**src/rtl/core_mem_arbiter.sv**
```systemverilog
// Shares one memory port between fetch (read-only) and load/store; one transaction in flight, grant is combinational in IDLE.
// Request is held in REQ until i_mem_ready; responses return one cycle after i_mem_rvalid; gnt is withheld while busy.
module core_mem_arbiter #(
  parameter int ADDR_W         = 32,
  parameter int DATA_W         = 32,
  parameter int LS_STREAK_MAX  = 4,
  parameter int TIMEOUT_CYCLES = 255
) (
  input  logic                clk,
  input  logic                rstn,
  input  logic                i_if_req,
  input  logic [ADDR_W-1:0]   i_if_addr,
  input  logic                i_if_flush,
  output logic                o_if_gnt,
  output logic                o_if_rvalid,
  output logic [DATA_W-1:0]   o_if_rdata,
  input  logic                i_ls_req,
  input  logic                i_ls_we,
  input  logic [DATA_W/8-1:0] i_ls_be,
  input  logic [ADDR_W-1:0]   i_ls_addr,
  input  logic [DATA_W-1:0]   i_ls_wdata,
  output logic                o_ls_gnt,
  output logic                o_ls_rvalid,
  output logic [DATA_W-1:0]   o_ls_rdata,
  output logic                o_mem_req,
  output logic                o_mem_we,
  output logic [DATA_W/8-1:0] o_mem_be,
  output logic [ADDR_W-1:0]   o_mem_addr,
  output logic [DATA_W-1:0]   o_mem_wdata,
  input  logic                i_mem_ready,
  input  logic                i_mem_rvalid,
  input  logic [DATA_W-1:0]   i_mem_rdata,
  output logic                o_busy,
  output logic                o_bus_err
);
  localparam int BE_W  = DATA_W / 8;
  localparam int STK_W = (LS_STREAK_MAX > 0) ? $clog2(LS_STREAK_MAX + 1) : 1;
  localparam int CNT_W = (TIMEOUT_CYCLES > 0) ? $clog2(TIMEOUT_CYCLES + 1) : 1;

  typedef enum logic [1:0] {IDLE = 2'd0, REQ = 2'd1, RESP = 2'd2} state_e;

  typedef struct packed {
    logic              we;
    logic [BE_W-1:0]   be;
    logic [ADDR_W-1:0] addr;
    logic [DATA_W-1:0] wdata;
  } mem_cmd_t;

  state_e            state_q, state_d;
  mem_cmd_t          cmd_q, cmd_d;
  logic              owner_ls_q, owner_ls_d;
  logic              discard_q, discard_d;
  logic [CNT_W-1:0]  cnt_q, cnt_d, cnt_inc;
  logic [STK_W-1:0]  streak_q, streak_d;
  logic              if_rvalid_q, if_rvalid_d;
  logic              ls_rvalid_q, ls_rvalid_d;
  logic [DATA_W-1:0] if_rdata_q, if_rdata_d;
  logic [DATA_W-1:0] ls_rdata_q, ls_rdata_d;
  logic              bus_err_q, bus_err_d;

  logic              if_win, ls_win;
  logic              streak_sat, streak_full;
  logic              rsp_done, tmo_hit, flush_hit, discard_now;
  logic [DATA_W-1:0] rsp_data;
  logic              mem_req;

  assign streak_sat  = (streak_q == STK_W'(LS_STREAK_MAX));
  assign streak_full = (LS_STREAK_MAX != 0) && streak_sat;
  assign cnt_inc     = cnt_q + 1'b1;

  // Fetch only jumps ahead of a contending load/store once the streak is full.
  always_comb begin
    if_win = 1'b0;
    ls_win = 1'b0;
    if (rstn && (state_q == IDLE)) begin
      if (i_ls_req && !(i_if_req && streak_full)) begin
        ls_win = 1'b1;
      end else if (i_if_req) begin
        if_win = 1'b1;
      end
    end
  end

  assign rsp_done    = (state_q == RESP) && i_mem_rvalid;
  assign tmo_hit     = (TIMEOUT_CYCLES != 0) && (state_q == RESP) && !i_mem_rvalid &&
                       (cnt_inc == CNT_W'(TIMEOUT_CYCLES));
  assign flush_hit   = i_if_flush && !owner_ls_q && ((state_q == REQ) || (state_q == RESP));
  assign discard_now = discard_q || flush_hit;

  always_ff @(posedge clk) begin
    if (!rstn) begin
      state_q     <= IDLE;
      cmd_q       <= '0;
      owner_ls_q  <= 1'b0;
      discard_q   <= 1'b0;
      cnt_q       <= '0;
      streak_q    <= '0;
      if_rvalid_q <= 1'b0;
      ls_rvalid_q <= 1'b0;
      if_rdata_q  <= '0;
      ls_rdata_q  <= '0;
      bus_err_q   <= 1'b0;
    end else begin
      state_q     <= state_d;
      cmd_q       <= cmd_d;
      owner_ls_q  <= owner_ls_d;
      discard_q   <= discard_d;
      cnt_q       <= cnt_d;
      streak_q    <= streak_d;
      if_rvalid_q <= if_rvalid_d;
      ls_rvalid_q <= ls_rvalid_d;
      if_rdata_q  <= if_rdata_d;
      ls_rdata_q  <= ls_rdata_d;
      bus_err_q   <= bus_err_d;
    end
  end

  always_comb begin
    state_d = state_q;
    case (state_q)
      IDLE:    if (if_win || ls_win) state_d = REQ;
      REQ:     if (i_mem_ready) state_d = RESP;
      RESP:    if (rsp_done || tmo_hit) state_d = IDLE;
      default: state_d = IDLE;
    endcase
  end

  always_comb begin
    cmd_d      = cmd_q;
    owner_ls_d = owner_ls_q;
    discard_d  = discard_q;
    cnt_d      = cnt_q;
    streak_d   = streak_q;
    if (ls_win) begin
      cmd_d.we    = i_ls_we;
      cmd_d.be    = i_ls_be;
      cmd_d.addr  = i_ls_addr;
      cmd_d.wdata = i_ls_wdata;
      owner_ls_d  = 1'b1;
      if (i_if_req && !streak_sat) streak_d = streak_q + 1'b1;
    end else if (if_win) begin
      cmd_d.we    = 1'b0;
      cmd_d.be    = {BE_W{1'b1}};
      cmd_d.addr  = i_if_addr;
      cmd_d.wdata = '0;
      owner_ls_d  = 1'b0;
      streak_d    = '0;
    end
    if (if_win || ls_win) begin
      discard_d = 1'b0;
      cnt_d     = '0;
    end
    if (flush_hit) discard_d = 1'b1;
    if ((state_q == RESP) && !i_mem_rvalid) cnt_d = cnt_inc;
  end

  // Store acks pulse rvalid but carry no data, so o_ls_rdata keeps the last load value.
  always_comb begin
    if_rvalid_d = 1'b0;
    ls_rvalid_d = 1'b0;
    if_rdata_d  = if_rdata_q;
    ls_rdata_d  = ls_rdata_q;
    bus_err_d   = tmo_hit;
    rsp_data    = tmo_hit ? '0 : i_mem_rdata;
    if (rsp_done || tmo_hit) begin
      if (owner_ls_q) begin
        ls_rvalid_d = 1'b1;
        if (!cmd_q.we) ls_rdata_d = rsp_data;
      end else if (!discard_now) begin
        if_rvalid_d = 1'b1;
        if_rdata_d  = rsp_data;
      end
    end
  end

  assign mem_req     = rstn && (state_q == REQ);
  assign o_mem_req   = mem_req;
  assign o_mem_we    = mem_req ? cmd_q.we    : 1'b0;
  assign o_mem_be    = mem_req ? cmd_q.be    : '0;
  assign o_mem_addr  = mem_req ? cmd_q.addr  : '0;
  assign o_mem_wdata = mem_req ? cmd_q.wdata : '0;

  assign o_if_gnt    = if_win;
  assign o_ls_gnt    = ls_win;
  assign o_if_rvalid = if_rvalid_q;
  assign o_ls_rvalid = ls_rvalid_q;
  assign o_if_rdata  = if_rdata_q;
  assign o_ls_rdata  = ls_rdata_q;
  assign o_bus_err   = bus_err_q;
  assign o_busy      = rstn && (state_q != IDLE);

endmodule

```
**config.mk**
```make
export PLATFORM = sky130hd
export DESIGN_NAME = core_mem_arbiter
export DESIGN_NICKNAME = d
export VERILOG_FILES = /design/src/rtl/core_mem_arbiter.sv
export SDC_FILE = /design/constraint.sdc
export NUM_CORES = 1
export LEC_CHECK = 0
export BUFFER_PORTS_ARGS = -buffer_cell sky130_fd_sc_hd__buf_2
export CELL_PAD_IN_SITES_DETAIL_PLACEMENT = 0
export CELL_PAD_IN_SITES_GLOBAL_PLACEMENT = 1
export CORE_MARGIN = 3
export CORE_UTILIZATION = 31
export DETAILED_ROUTE_END_ITERATION = 8
export GPL_TIMING_DRIVEN = 0
export MAX_ROUTING_LAYER = met4
export PLACE_DENSITY_LB_ADDON = 0.1
export REMOVE_ABC_BUFFERS = 1
export SLEW_MARGIN = 10
export SYNTH_ARGS = -nofsm -noshare
export SYNTH_HDL_FRONTEND = slang
export SYNTH_SLANG_ARGS = --single-unit
```
**constraint.sdc**
```tcl
create_clock -name clk -period 2.2 [get_ports clk]
set_input_delay 0.33 -clock clk [delete_from_list [all_inputs] [get_ports clk]]
set_output_delay 0.33 -clock clk [all_outputs]
set_load 0.05 [all_outputs]
```
==> impl_metrics.json, run 1 <==
{
  "worst_r2r_path_depth": 9,
  "drt_wl_total_um": 26190,
  "cts_root_buf": "clkbuf_16",
  "finalHoldViolations": 0,
  "avgSynthCellArea_sq_um": 8.787,
  "pre_cts_slack_ns": -0.9015,
  "drtIter0Drc": 387,
  "clk_path_buf_depth": 2,
  "async_flop_share_pct": 0,
  "antenna_found_initial": 7,
  "max_stage_delay_ns": 0.55,
  "cp_data_required_time_ns": 2.51,
  "clock_sinks": 151,
  "synth_edf_count": 0,
  "ys.flop_type": "dfxtp_1",
  "critPathLaunch": "cnt_q[1]",
  "endpoint": "o_if_rdata[30]",
  "clock.fmax_mhz": 441.4,
  "grt_pass1_wl_um": 38280,
  "grt_pass1_vias": 6697,
  "setup-tns-final_ns": -1.575,
  "die_h_um": 151.9,
  "drt-pass1-iter-count": 6,
  "synth_top_area_cell": "dfxtp_1",
  "status": "finished with violations",
  "crit_fanout": 8,
  "nNetsFinal": 1177,
  "worst-setup-path-type": "flip-flop to flip-flop",
  "place_hpwl_um": 14700,
  "max_cap_viol_count": 0,
  "reg2reg_to": "o_if_rdata[30]",
  "synth_top_area_share_pct": 45.81,
  "crit_path_start_kind": "flip-flop",
  "synth_area_sq_mm": 0.006599,
  "synth_commonest_cells": "dfxtp_1, and3_1, nand2_1",
  "dieArea_sq_mm": 0.02307,
  "ys_types": 47,
  "fp-row-count": 52,
  "leakage_uw": 0.004893,
  "worstSetupEndpointType": "flip-flop",
  "path_clk_slew_ns": 0.07,
  "gp_congestion": 0.7564,
  "max-slew-margin-rel_pct": 43.08,
  "irDropWorstVdd_v": 0.0005289,
  "via_per_inst": 5.188,
  "ys_ff_latch": 151,
  "holdBufCountCts": 0,
  "setup_viol": 64,
  "crit_path_cell_trace": "ha_4 -> nand4_1 -> or4b_4 -> buf_6 -> a31oi_4 -> buf_12 -> a21oi_4 -> and3_1 -> a31o_1",
  "core_sq_mm": 0.02056,
  "period_share_pct": 103.0,
  "syn_to_final_growth_pct": 47.90,
  "reg2reg_slack_ns": -0.07,
  "stdcell_area_sq_mm": 0.009759,
  "crit_path_top_delay_cell": "or4b_4",
  "worstReg2RegStart": "cnt_q[1]",
  "numCtsBuffers": 17,
  "start_util_pct": 32.10,
  "drive_above_1_share_pct": 39.83,
  "finalPower_uw": 9091,
  "period_minus_slack_ns": 2.266,
  "tightest_slew_ns": 0.8538,
  "die_w_um": 151.9,
  "wl_per_cell_um": 19.85,
  "cts.htree.levels": 4,
  "cts_tree": "built",
  "gr-total-overflow": 0,
  "dpl-instance-area_sq_mm": 0.008273,
  "ant_nets": 0,
  "ys_seq_area_share_pct": 45.81,
  "syn_inst": 751,
  "remaining_drc_errors": 0,
  "power_density_mw_per_mm2": 931.5,
  "pin_count": 280,
  "hold_path.class": "input port to flip-flop",
  "insertion_delay_ns": 0.42,
  "io_buffers": 279,
  "synth_area_leaders": "dfxtp_1, and3_1, a31o_1",
  "vias": 6843,
  "grt_max_degree": 103,
  "skew_ns": 0.009619,
  "grt_usage_pct": 21.21,
  "rsz0062_at_grt": "true",
  "cp.arrival_ns": 2.57,
  "violations": "setup timing",
  "fin_ws_ns": -0.06555,
  "slew_violations": 0,
  "yosysWarnings": 0,
  "synth.most_common_cell": "dfxtp_1"
}
[kinds of logic after synthesis]
family,after synthesis,share of synthesized area [%]
compound gates,175,21.77
fa+ha+maj,8,1.517
flops,151,45.81
simple gates,328,25.39
xor+xnor,1,0.1328
buf+inv,87,5.233
mux,1,0.1517
[where the power goes]
group          internal (uW)  switching [uW]  leakage, uW
Sequential              3050             165      0.00124
Clock                   1480            1240     0.000270
Combinational           1180            1980      0.00339
Total                   5710            3390      0.00489
[worst max-delay path: cells and delay by family (launching register included)]
| kind | cells | cell delay (ns) |
|---|---|---|
| simple gates | 3 | 0.84 |
| flops | 1 | 0.39 |
| fa+ha+maj | 1 | 0.16 |
| compound gates | 3 | 0.46 |
| buf+inv | 2 | 0.31 |
[layout by cell type (no fill, tap or decap), types with 5 or more instances in the layout]
| cell type | count |
|---|---|
| a21o_4 | 5 |
| a21oi_1 | 10 |
| a21oi_4 | 9 |
| a22oi_1 | 33 |
| a311oi_1 | 33 |
| a31o_1 | 64 |
| and3_1 | 132 |
| and3_4 | 7 |
| buf_12 | 6 |
| buf_16 | 5 |
| buf_2 | 242 |
| buf_4 | 29 |
| buf_6 | 9 |
| clkbuf_16 | 22 |
| clkbuf_4 | 31 |
| clkinv_2 | 6 |
| dfxtp_1 | 143 |
| dfxtp_4 | 7 |
| diode_2 | 7 |
| ha_1 | 5 |
| inv_1 | 5 |
| nand2_1 | 81 |
| nor2_1 | 75 |
| o21ai_0 | 7 |
[metrics by stage]
step,std cells,util (%),hold slack [ns]
global placement,1220,38.98,0.4618
floorplan,671,-,0.4475
finish,1319,47.47,0.1348
detailed placement,1231,40.24,0.4656
global route,1319,47.47,0.1187
CTS,1297,45.79,0.1158
[routing by layer]
layer,vias up,routed length (um),track usage [%]
met5,-,0,-
met4,0,340,5.822
met3,23,2113,7.565
met2,225,12070,32.35
met1,3271,11660,26.75
li1,3324,-,-
[flip-flops by register name, indices dropped and copies added, names as in the netlist]
| register | cells |
|---|---|
| cmd_q | 69 |
| o_if_rdata | 32 |
| o_ls_rdata | 32 |
| cnt_q | 8 |
| streak_q | 3 |
| state_q | 2 |
| discard_q | 1 |
| o_bus_err | 1 |
| o_if_rvalid | 1 |
| o_ls_rvalid | 1 |
| owner_ls_q | 1 |
[timing repair]
item | 4_1_cts | 5_1_grt
gates cloned | 12 | 5
setup buffers | 23 | 10
endpoints found under the setup margin | 157 | 142
pin swaps | 69 | 39
resized for setup | 53 | 46
[worst min-delay path by stage]
stage | depth (start not counted) | from | to
2_1_floorplan | 2 | streak_q[1] | streak_q[1]
3_3_place_gp | 2 | streak_q[1] | streak_q[1]
3_5_place_dp | 2 | streak_q[1] | streak_q[1]
4_1_cts | 2 | i_mem_rdata[17] | o_ls_rdata[17]
5_1_grt | 2 | i_mem_rdata[11] | o_ls_rdata[11]
6_report | 2 | i_mem_rdata[11] | o_ls_rdata[11]
[final cells by class]
cell class	count	area [sq um]
Antenna cell	7	17.52
Clock buffer	18	439.2
Clock inverter	14	98.84
Fill cell	2093	10800
Inverter	7	28.78
Multi-Input combinational cell	523	3576
Sequential cell	151	3050
Tap cell	270	337.8
Timing Repair Buffer	329	2211
Power figures use the tool's default switching activity.
==> inputs of run 2 (changes only) <==
CORE_MARGIN = 2   (was 3)
CTS_CLUSTER_DIAMETER = 100   (was unset)
==> run 2 against run 1 <==
Compared with the run above: the flow still finishes with violations (setup timing); sequential cell count is the same; worst setup slack lost 0.00066 ns; final cell count grew 0.23%; first-iteration DRC count shrank 41%; sequential share of layout area shrank 0.16 points; register-to-register slack is essentially flat; clock-buffer cell count is the same; global-route usage grew 1.3 points; fmax is essentially flat; sequential power is essentially flat; highest routed layer unchanged.
==> impl_metrics.json, run 2 (synthesis gave the netlist of run 1 again) <==
{
  "status": "finished with violations",
  "violations": "setup timing",
  "p_comb_share_pct": 32.3,
  "via_per_inst": 5.239,
  "final_cell_mix": "buf_2, dfxtp_1, and3_1",
  "leakage_uw": 0.004913,
  "worst-setup-path-type": "flip-flop to flip-flop",
  "drt_wl_total_um": 26490,
  "antenna_found_initial": 4,
  "holdBufCountCts": 0,
  "drt-pass1-iter-count": 4,
  "gp_congestion": 0.7532,
  "slew_violations": 0,
  "pre_cts_slack_ns": -0.9214,
  "nNetsFinal": 1178,
  "hold_path.class": "input port to flip-flop",
  "clk_path_buf_depth": 2,
  "irDropWorstVdd_v": 0.0004806,
  "period_minus_slack_ns": 2.266,
  "gr-total-overflow": 0,
  "ant_nets": 0,
  "insertion_delay_ns": 0.43,
  "setup_viol": 46,
  "worstReg2RegStart": "cnt_q[4]",
  "hold-worst-slack_ns": 0.1394,
  "period_share_pct": 103.0,
  "reg2reg_to": "o_ls_rdata[10]",
  "start_util_pct": 31.49,
  "die_h_um": 149.9,
  "grt_max_degree": 70,
  "io_buffers": 279,
  "pwr-share-seq_pct": 34.9,
  "remaining_drc_errors": 0,
  "wl_per_cell_um": 20.04,
  "worstSetupEndpointType": "flip-flop",
  "numCtsBuffers": 17,
  "grt_pass1_vias": 6554,
  "syn_to_final_growth_pct": 48.71,
  "path_clk_slew_ns": 0.07,
  "tightest_slew_ns": 0.8112,
  "finalHoldViolations": 0,
  "skew_ns": 0.01554,
  "grt_usage_pct": 22.50,
  "vias": 6926,
  "min_from": "i_mem_rdata[12]",
  "layout_commonest_cell": "buf_2",
  "drtIter0Drc": 229,
  "p_sw_uw": 3398,
  "cp_data_required_time_ns": 2.52,
  "fill_cells": 2087,
  "utilization_pct": 46.83,
  "die_w_um": 149.9,
  "swShare_pct": 36.90,
  "crit_path_start_kind": "flip-flop",
  "top_register": "cmd_q",
  "cts_root_buf": "clkbuf_16",
  "power_density_mw_per_mm2": 938.3,
  "cts.htree.levels": 4,
  "reg2reg_slack_ns": -0.07,
  "largest_register_ffs": 69,
  "max-slew-margin-rel_pct": 45.92,
  "dieArea_sq_mm": 0.02247,
  "fin_ws_ns": -0.06621,
  "max_cap_viol_count": 0,
  "rsz0062_at_grt": "true",
  "cp.arrival_ns": 2.58,
  "clockPowerShare_pct": 32.7,
  "pin_count": 280,
  "cts_tree": "built",
  "crit_fanout": 8,
  "place_hpwl_um": 14620,
  "drive_above_1_share_pct": 41.23,
  "clock_sinks": 151,
  "clock.fmax_mhz": 441.3,
  "p_int_uw": 5809,
  "grt_pass1_wl_um": 37680,
  "holdPathEnd": "o_ls_rdata[12]",
  "worst_r2r_path_depth": 8,
  "fp-row-count": 53,
  "core_sq_mm": 0.02096,
  "critPathLaunch": "cnt_q[4]",
  "min_path_cells": 2
}
## run 2: changes by cell type in the layout (fill, tap and decap cells not counted), sizes merged
| cell | delta |
|---|---|
| a21oi | +1 |
| bufinv | +2 |
| inv | +5 |
| bufbuf | -1 |
| diode | -3 |
| a21o | +2 |
| clkinv | -7 |
| buf | +26 |
| clkbuf | -26 |
| o211a | -1 |
## run 2: stage by stage
stage          TNS [ns]  power [uW]  instance area [sq um]  cells
2_1_floorplan    -28.03        4937                   6280    671
3_3_place_gp    -542.23        5823                   8020   1225
3_5_place_dp     -60.74        5871                   8234   1234
4_1_cts               0        9237                   9301   1291
5_1_grt          -3.990        9726                   9813   1322
6_report        -0.9130        9207                   9813   1322
## run 2: power by group through the flow
stage               logic (uW)  clock network, uW  registers (uW)
finish                    2980               3010            3220
global placement          2560                  0            3270
CTS                       2930               3090            3220
detailed placement        2600                  0            3280
floorplan                 1580                  0            3360
global route              3250               3220            3260
## run 2: area by class of cell
type / instances / area [sq um] / share of cell area [%]
antenna: 4 / 10.01 / 0.1020
clock buffer: 18 / 439.2 / 4.475
clock inverter: 14 / 161.4 / 1.645
inverter: 7 / 28.78 / 0.2933
multi-input combinational: 525 / 3689 / 37.59
sequential: 151 / 3052 / 31.10
tap: 275 / 344.1 / 3.506
timing repair buffer: 328 / 2090 / 21.29
## run 2: critical path, cell delays in order (launching register included)
cell and delay [ns]:
dfxtp_4 0.38, nand4_1 0.14, or3_4 0.41, a221oi_4 0.35, buf_4 0.18, buf_12 0.15, a21oi_4 0.13, and3_1 0.25
a31o_1 0.18
## run 2: timing repair
action                                  4_1_cts  5_1_grt
buffers inserted                             17       16
resized for setup                            39       46
pin swaps                                    14       86
endpoints found under the setup margin      143       93
gates cloned                                  8       11
## run 2: worst max-delay path by stage
stage / to / slack [ns] / cells after the start
final: o_ls_rdata[10] / -0.07 / 8
after global routing: o_ls_rdata[10] / -0.12 / 8
after CTS: o_ls_rdata[7] / 0.0002 / 8
after detailed placement: o_ls_rdata[2] / -0.92 / 6
after global placement: o_ls_rdata[7] / -3.52 / 4
after floorplan: o_ls_gnt / -0.44 / 4
## run 2: metal layers
metal / vias to the layer above / share of wire (%) / track usage (%)
met1: 3312 / 41 / 27.36
li1: 3325 / - / -
met4: 0 / 1.4 / 6.132
met3: 25 / 9.0 / 7.073
met5: - / 0 / -
met2: 264 / 48 / 36.05
==> inputs of run 3 (changes only) <==
CELL_PAD_IN_SITES_DETAIL_PLACEMENT = unset   (was 0)
CELL_PAD_IN_SITES_GLOBAL_PLACEMENT = unset   (was 1)
CORE_UTILIZATION = 43   (was 31)
MAX_ROUTING_LAYER = unset   (was met4)
PLACE_DENSITY = 0.76   (was unset)
PLACE_DENSITY_LB_ADDON = unset   (was 0.1)
==> run 3 against run 2 <==
Compared with the run above: the flow still finishes with violations (setup timing); via count increased by 2.0%; highest routed layer unchanged; critical path depth unchanged; worst setup slack improved by 0.0024 ns; largest cell class unchanged; critical path type unchanged.
==> impl_metrics.json, run 3 (synthesis gave the netlist of run 1 again) <==
{
  "status": "finished with violations",
  "violations": "setup timing",
  "finalHoldViolations": 0,
  "layout_commonest_cell": "buf_2",
  "cp.arrival_ns": 2.58,
  "multi_input_area_sq_mm": 0.003577,
  "period_share_pct": 102.9,
  "final_cells": 1219,
  "gr-total-overflow": 0,
  "place_hpwl_um": 13310,
  "utilization_pct": 62.52,
  "cp_data_required_time_ns": 2.51,
  "dp.cells": 1147,
  "period_minus_slack_ns": 2.264,
  "grt_usage_pct": 25.66,
  "final_cell_mix": "buf_2, dfxtp_1, and3_1",
  "gp_congestion": 0.7740,
  "power_density_mw_per_mm2": 966.4,
  "leakage_uw": 0.004818,
  "drive_above_1_share_pct": 39.03,
  "worst-setup-path-type": "flip-flop to flip-flop",
  "clk_path_buf_depth": 2,
  "die_h_um": 127.9,
  "crit_fanout": 8,
  "largest_register_ffs": 69,
  "drtIter0Drc": 538,
  "antenna_found_initial": 1,
  "top_register": "cmd_q",
  "rsz0062_at_grt": "true",
  "holdBufCountCts": 0,
  "nNetsFinal": 1166,
  "grt_pass1_vias": 6390,
  "worst_r2r_path_depth": 8,
  "path_clk_slew_ns": 0.07,
  "cts_tree": "built",
  "min_path_cells": 2,
  "via_per_inst": 5.797,
  "hold_path.class": "input port to flip-flop",
  "wl_per_cell_um": 19.89,
  "ant_nets": 0,
  "cts.htree.levels": 4,
  "skew_ns": 0.01189,
  "fin_ws_ns": -0.06382,
  "slew_violations": 0,
  "pre_cts_slack_ns": -0.8731,
  "cts_root_buf": "clkbuf_16",
  "setup_viol": 39,
  "irDropWorstVdd_v": 0.0006062,
  "vias": 7067,
  "worstSetupEndpointType": "flip-flop",
  "syn_to_final_growth_pct": 42.97,
  "tightest_slew_ns": 0.7890,
  "drt_wl_total_um": 24240,
  "remaining_drc_errors": 0,
  "insertion_delay_ns": 0.42,
  "ff_latch_area_sq_mm": 0.003047,
  "fill_cells": 1282,
  "setup-tns-final_ns": -0.6182,
  "dieArea_sq_mm": 0.01635,
  "start_util_pct": 43.73,
  "drt-pass1-iter-count": 5,
  "hold-worst-slack_ns": 0.1371,
  "io_buffers": 279,
  "pin_count": 280,
  "core_sq_mm": 0.01509,
  "grt_pass1_wl_um": 33200,
  "clock_sinks": 151,
  "fp-row-count": 45,
  "crit_path_start_kind": "flip-flop",
  "clock.fmax_mhz": 441.7,
  "die_w_um": 127.9,
  "numCtsBuffers": 17,
  "max-slew-margin-rel_pct": 47.17,
  "grt_max_degree": 92,
  "max_cap_viol_count": 0
}
[run 3: worst max-delay path: stages (launching register included)]
cell and delay (ns):
dfxtp_4 0.38, ha_4 0.16, nand4_1 0.09, or4b_4 0.58
a31oi_4 0.20, buf_12 0.16, a21oi_2 0.14, and3_1 0.26
a31o_1 0.18
[run 3: repair_timing]
item | in CTS | in global routing
gates cloned | 3 | 13
setup endpoints to repair | 131 | 75
gates resized for setup | 30 | 41
setup buffers | 12 | 12
pin swaps | 6 | 46
[run 3: cell type report]
class | instances | share of cell area (%)
Sequential cell | 151 | 32.29
Timing Repair Buffer | 318 | 20.60
Clock buffer | 17 | 4.509
Inverter | 7 | 0.3050
Multi-Input combinational cell | 523 | 37.92
Antenna cell | 1 | 0.02653
Clock inverter | 14 | 1.857
Tap cell | 188 | 2.493
[run 3: metrics by stage]
stage               total power [uW]  area [sq um]
floorplan                       4937          6280
global placement                5695          7911
detailed placement              5807          8100
CTS                             9016          8964
global route                    9555          9432
finish                          9117          9434
[run 3: metal layers]
metal  global-route usage, %  routed length (um)
met5                       0                   0
met4                   10.60                 960
met3                   6.344                1763
met2                   42.50               11640
met1                   32.03                9875
[run 3: worst paths after layout]
kind	slack, ns	startpoint	end
setup / recovery	-0.06	cnt_q[1]	o_ls_rdata[30]
hold / removal	0.14	i_mem_rdata[5]	o_if_rdata[5]
setup reg to reg	-0.06	cnt_q[1]	o_ls_rdata[30]
hold reg to reg	0.47	streak_q[1]	streak_q[1]
[run 3: power by group]
group	internal (uW)	leakage, uW	switching, uW	total [uW]
logic	970	0.00330	1930	2900
registers	3050	0.00124	171	3230
clock network	1790	0.000286	1200	2990
total	5810	0.00482	3300	9120
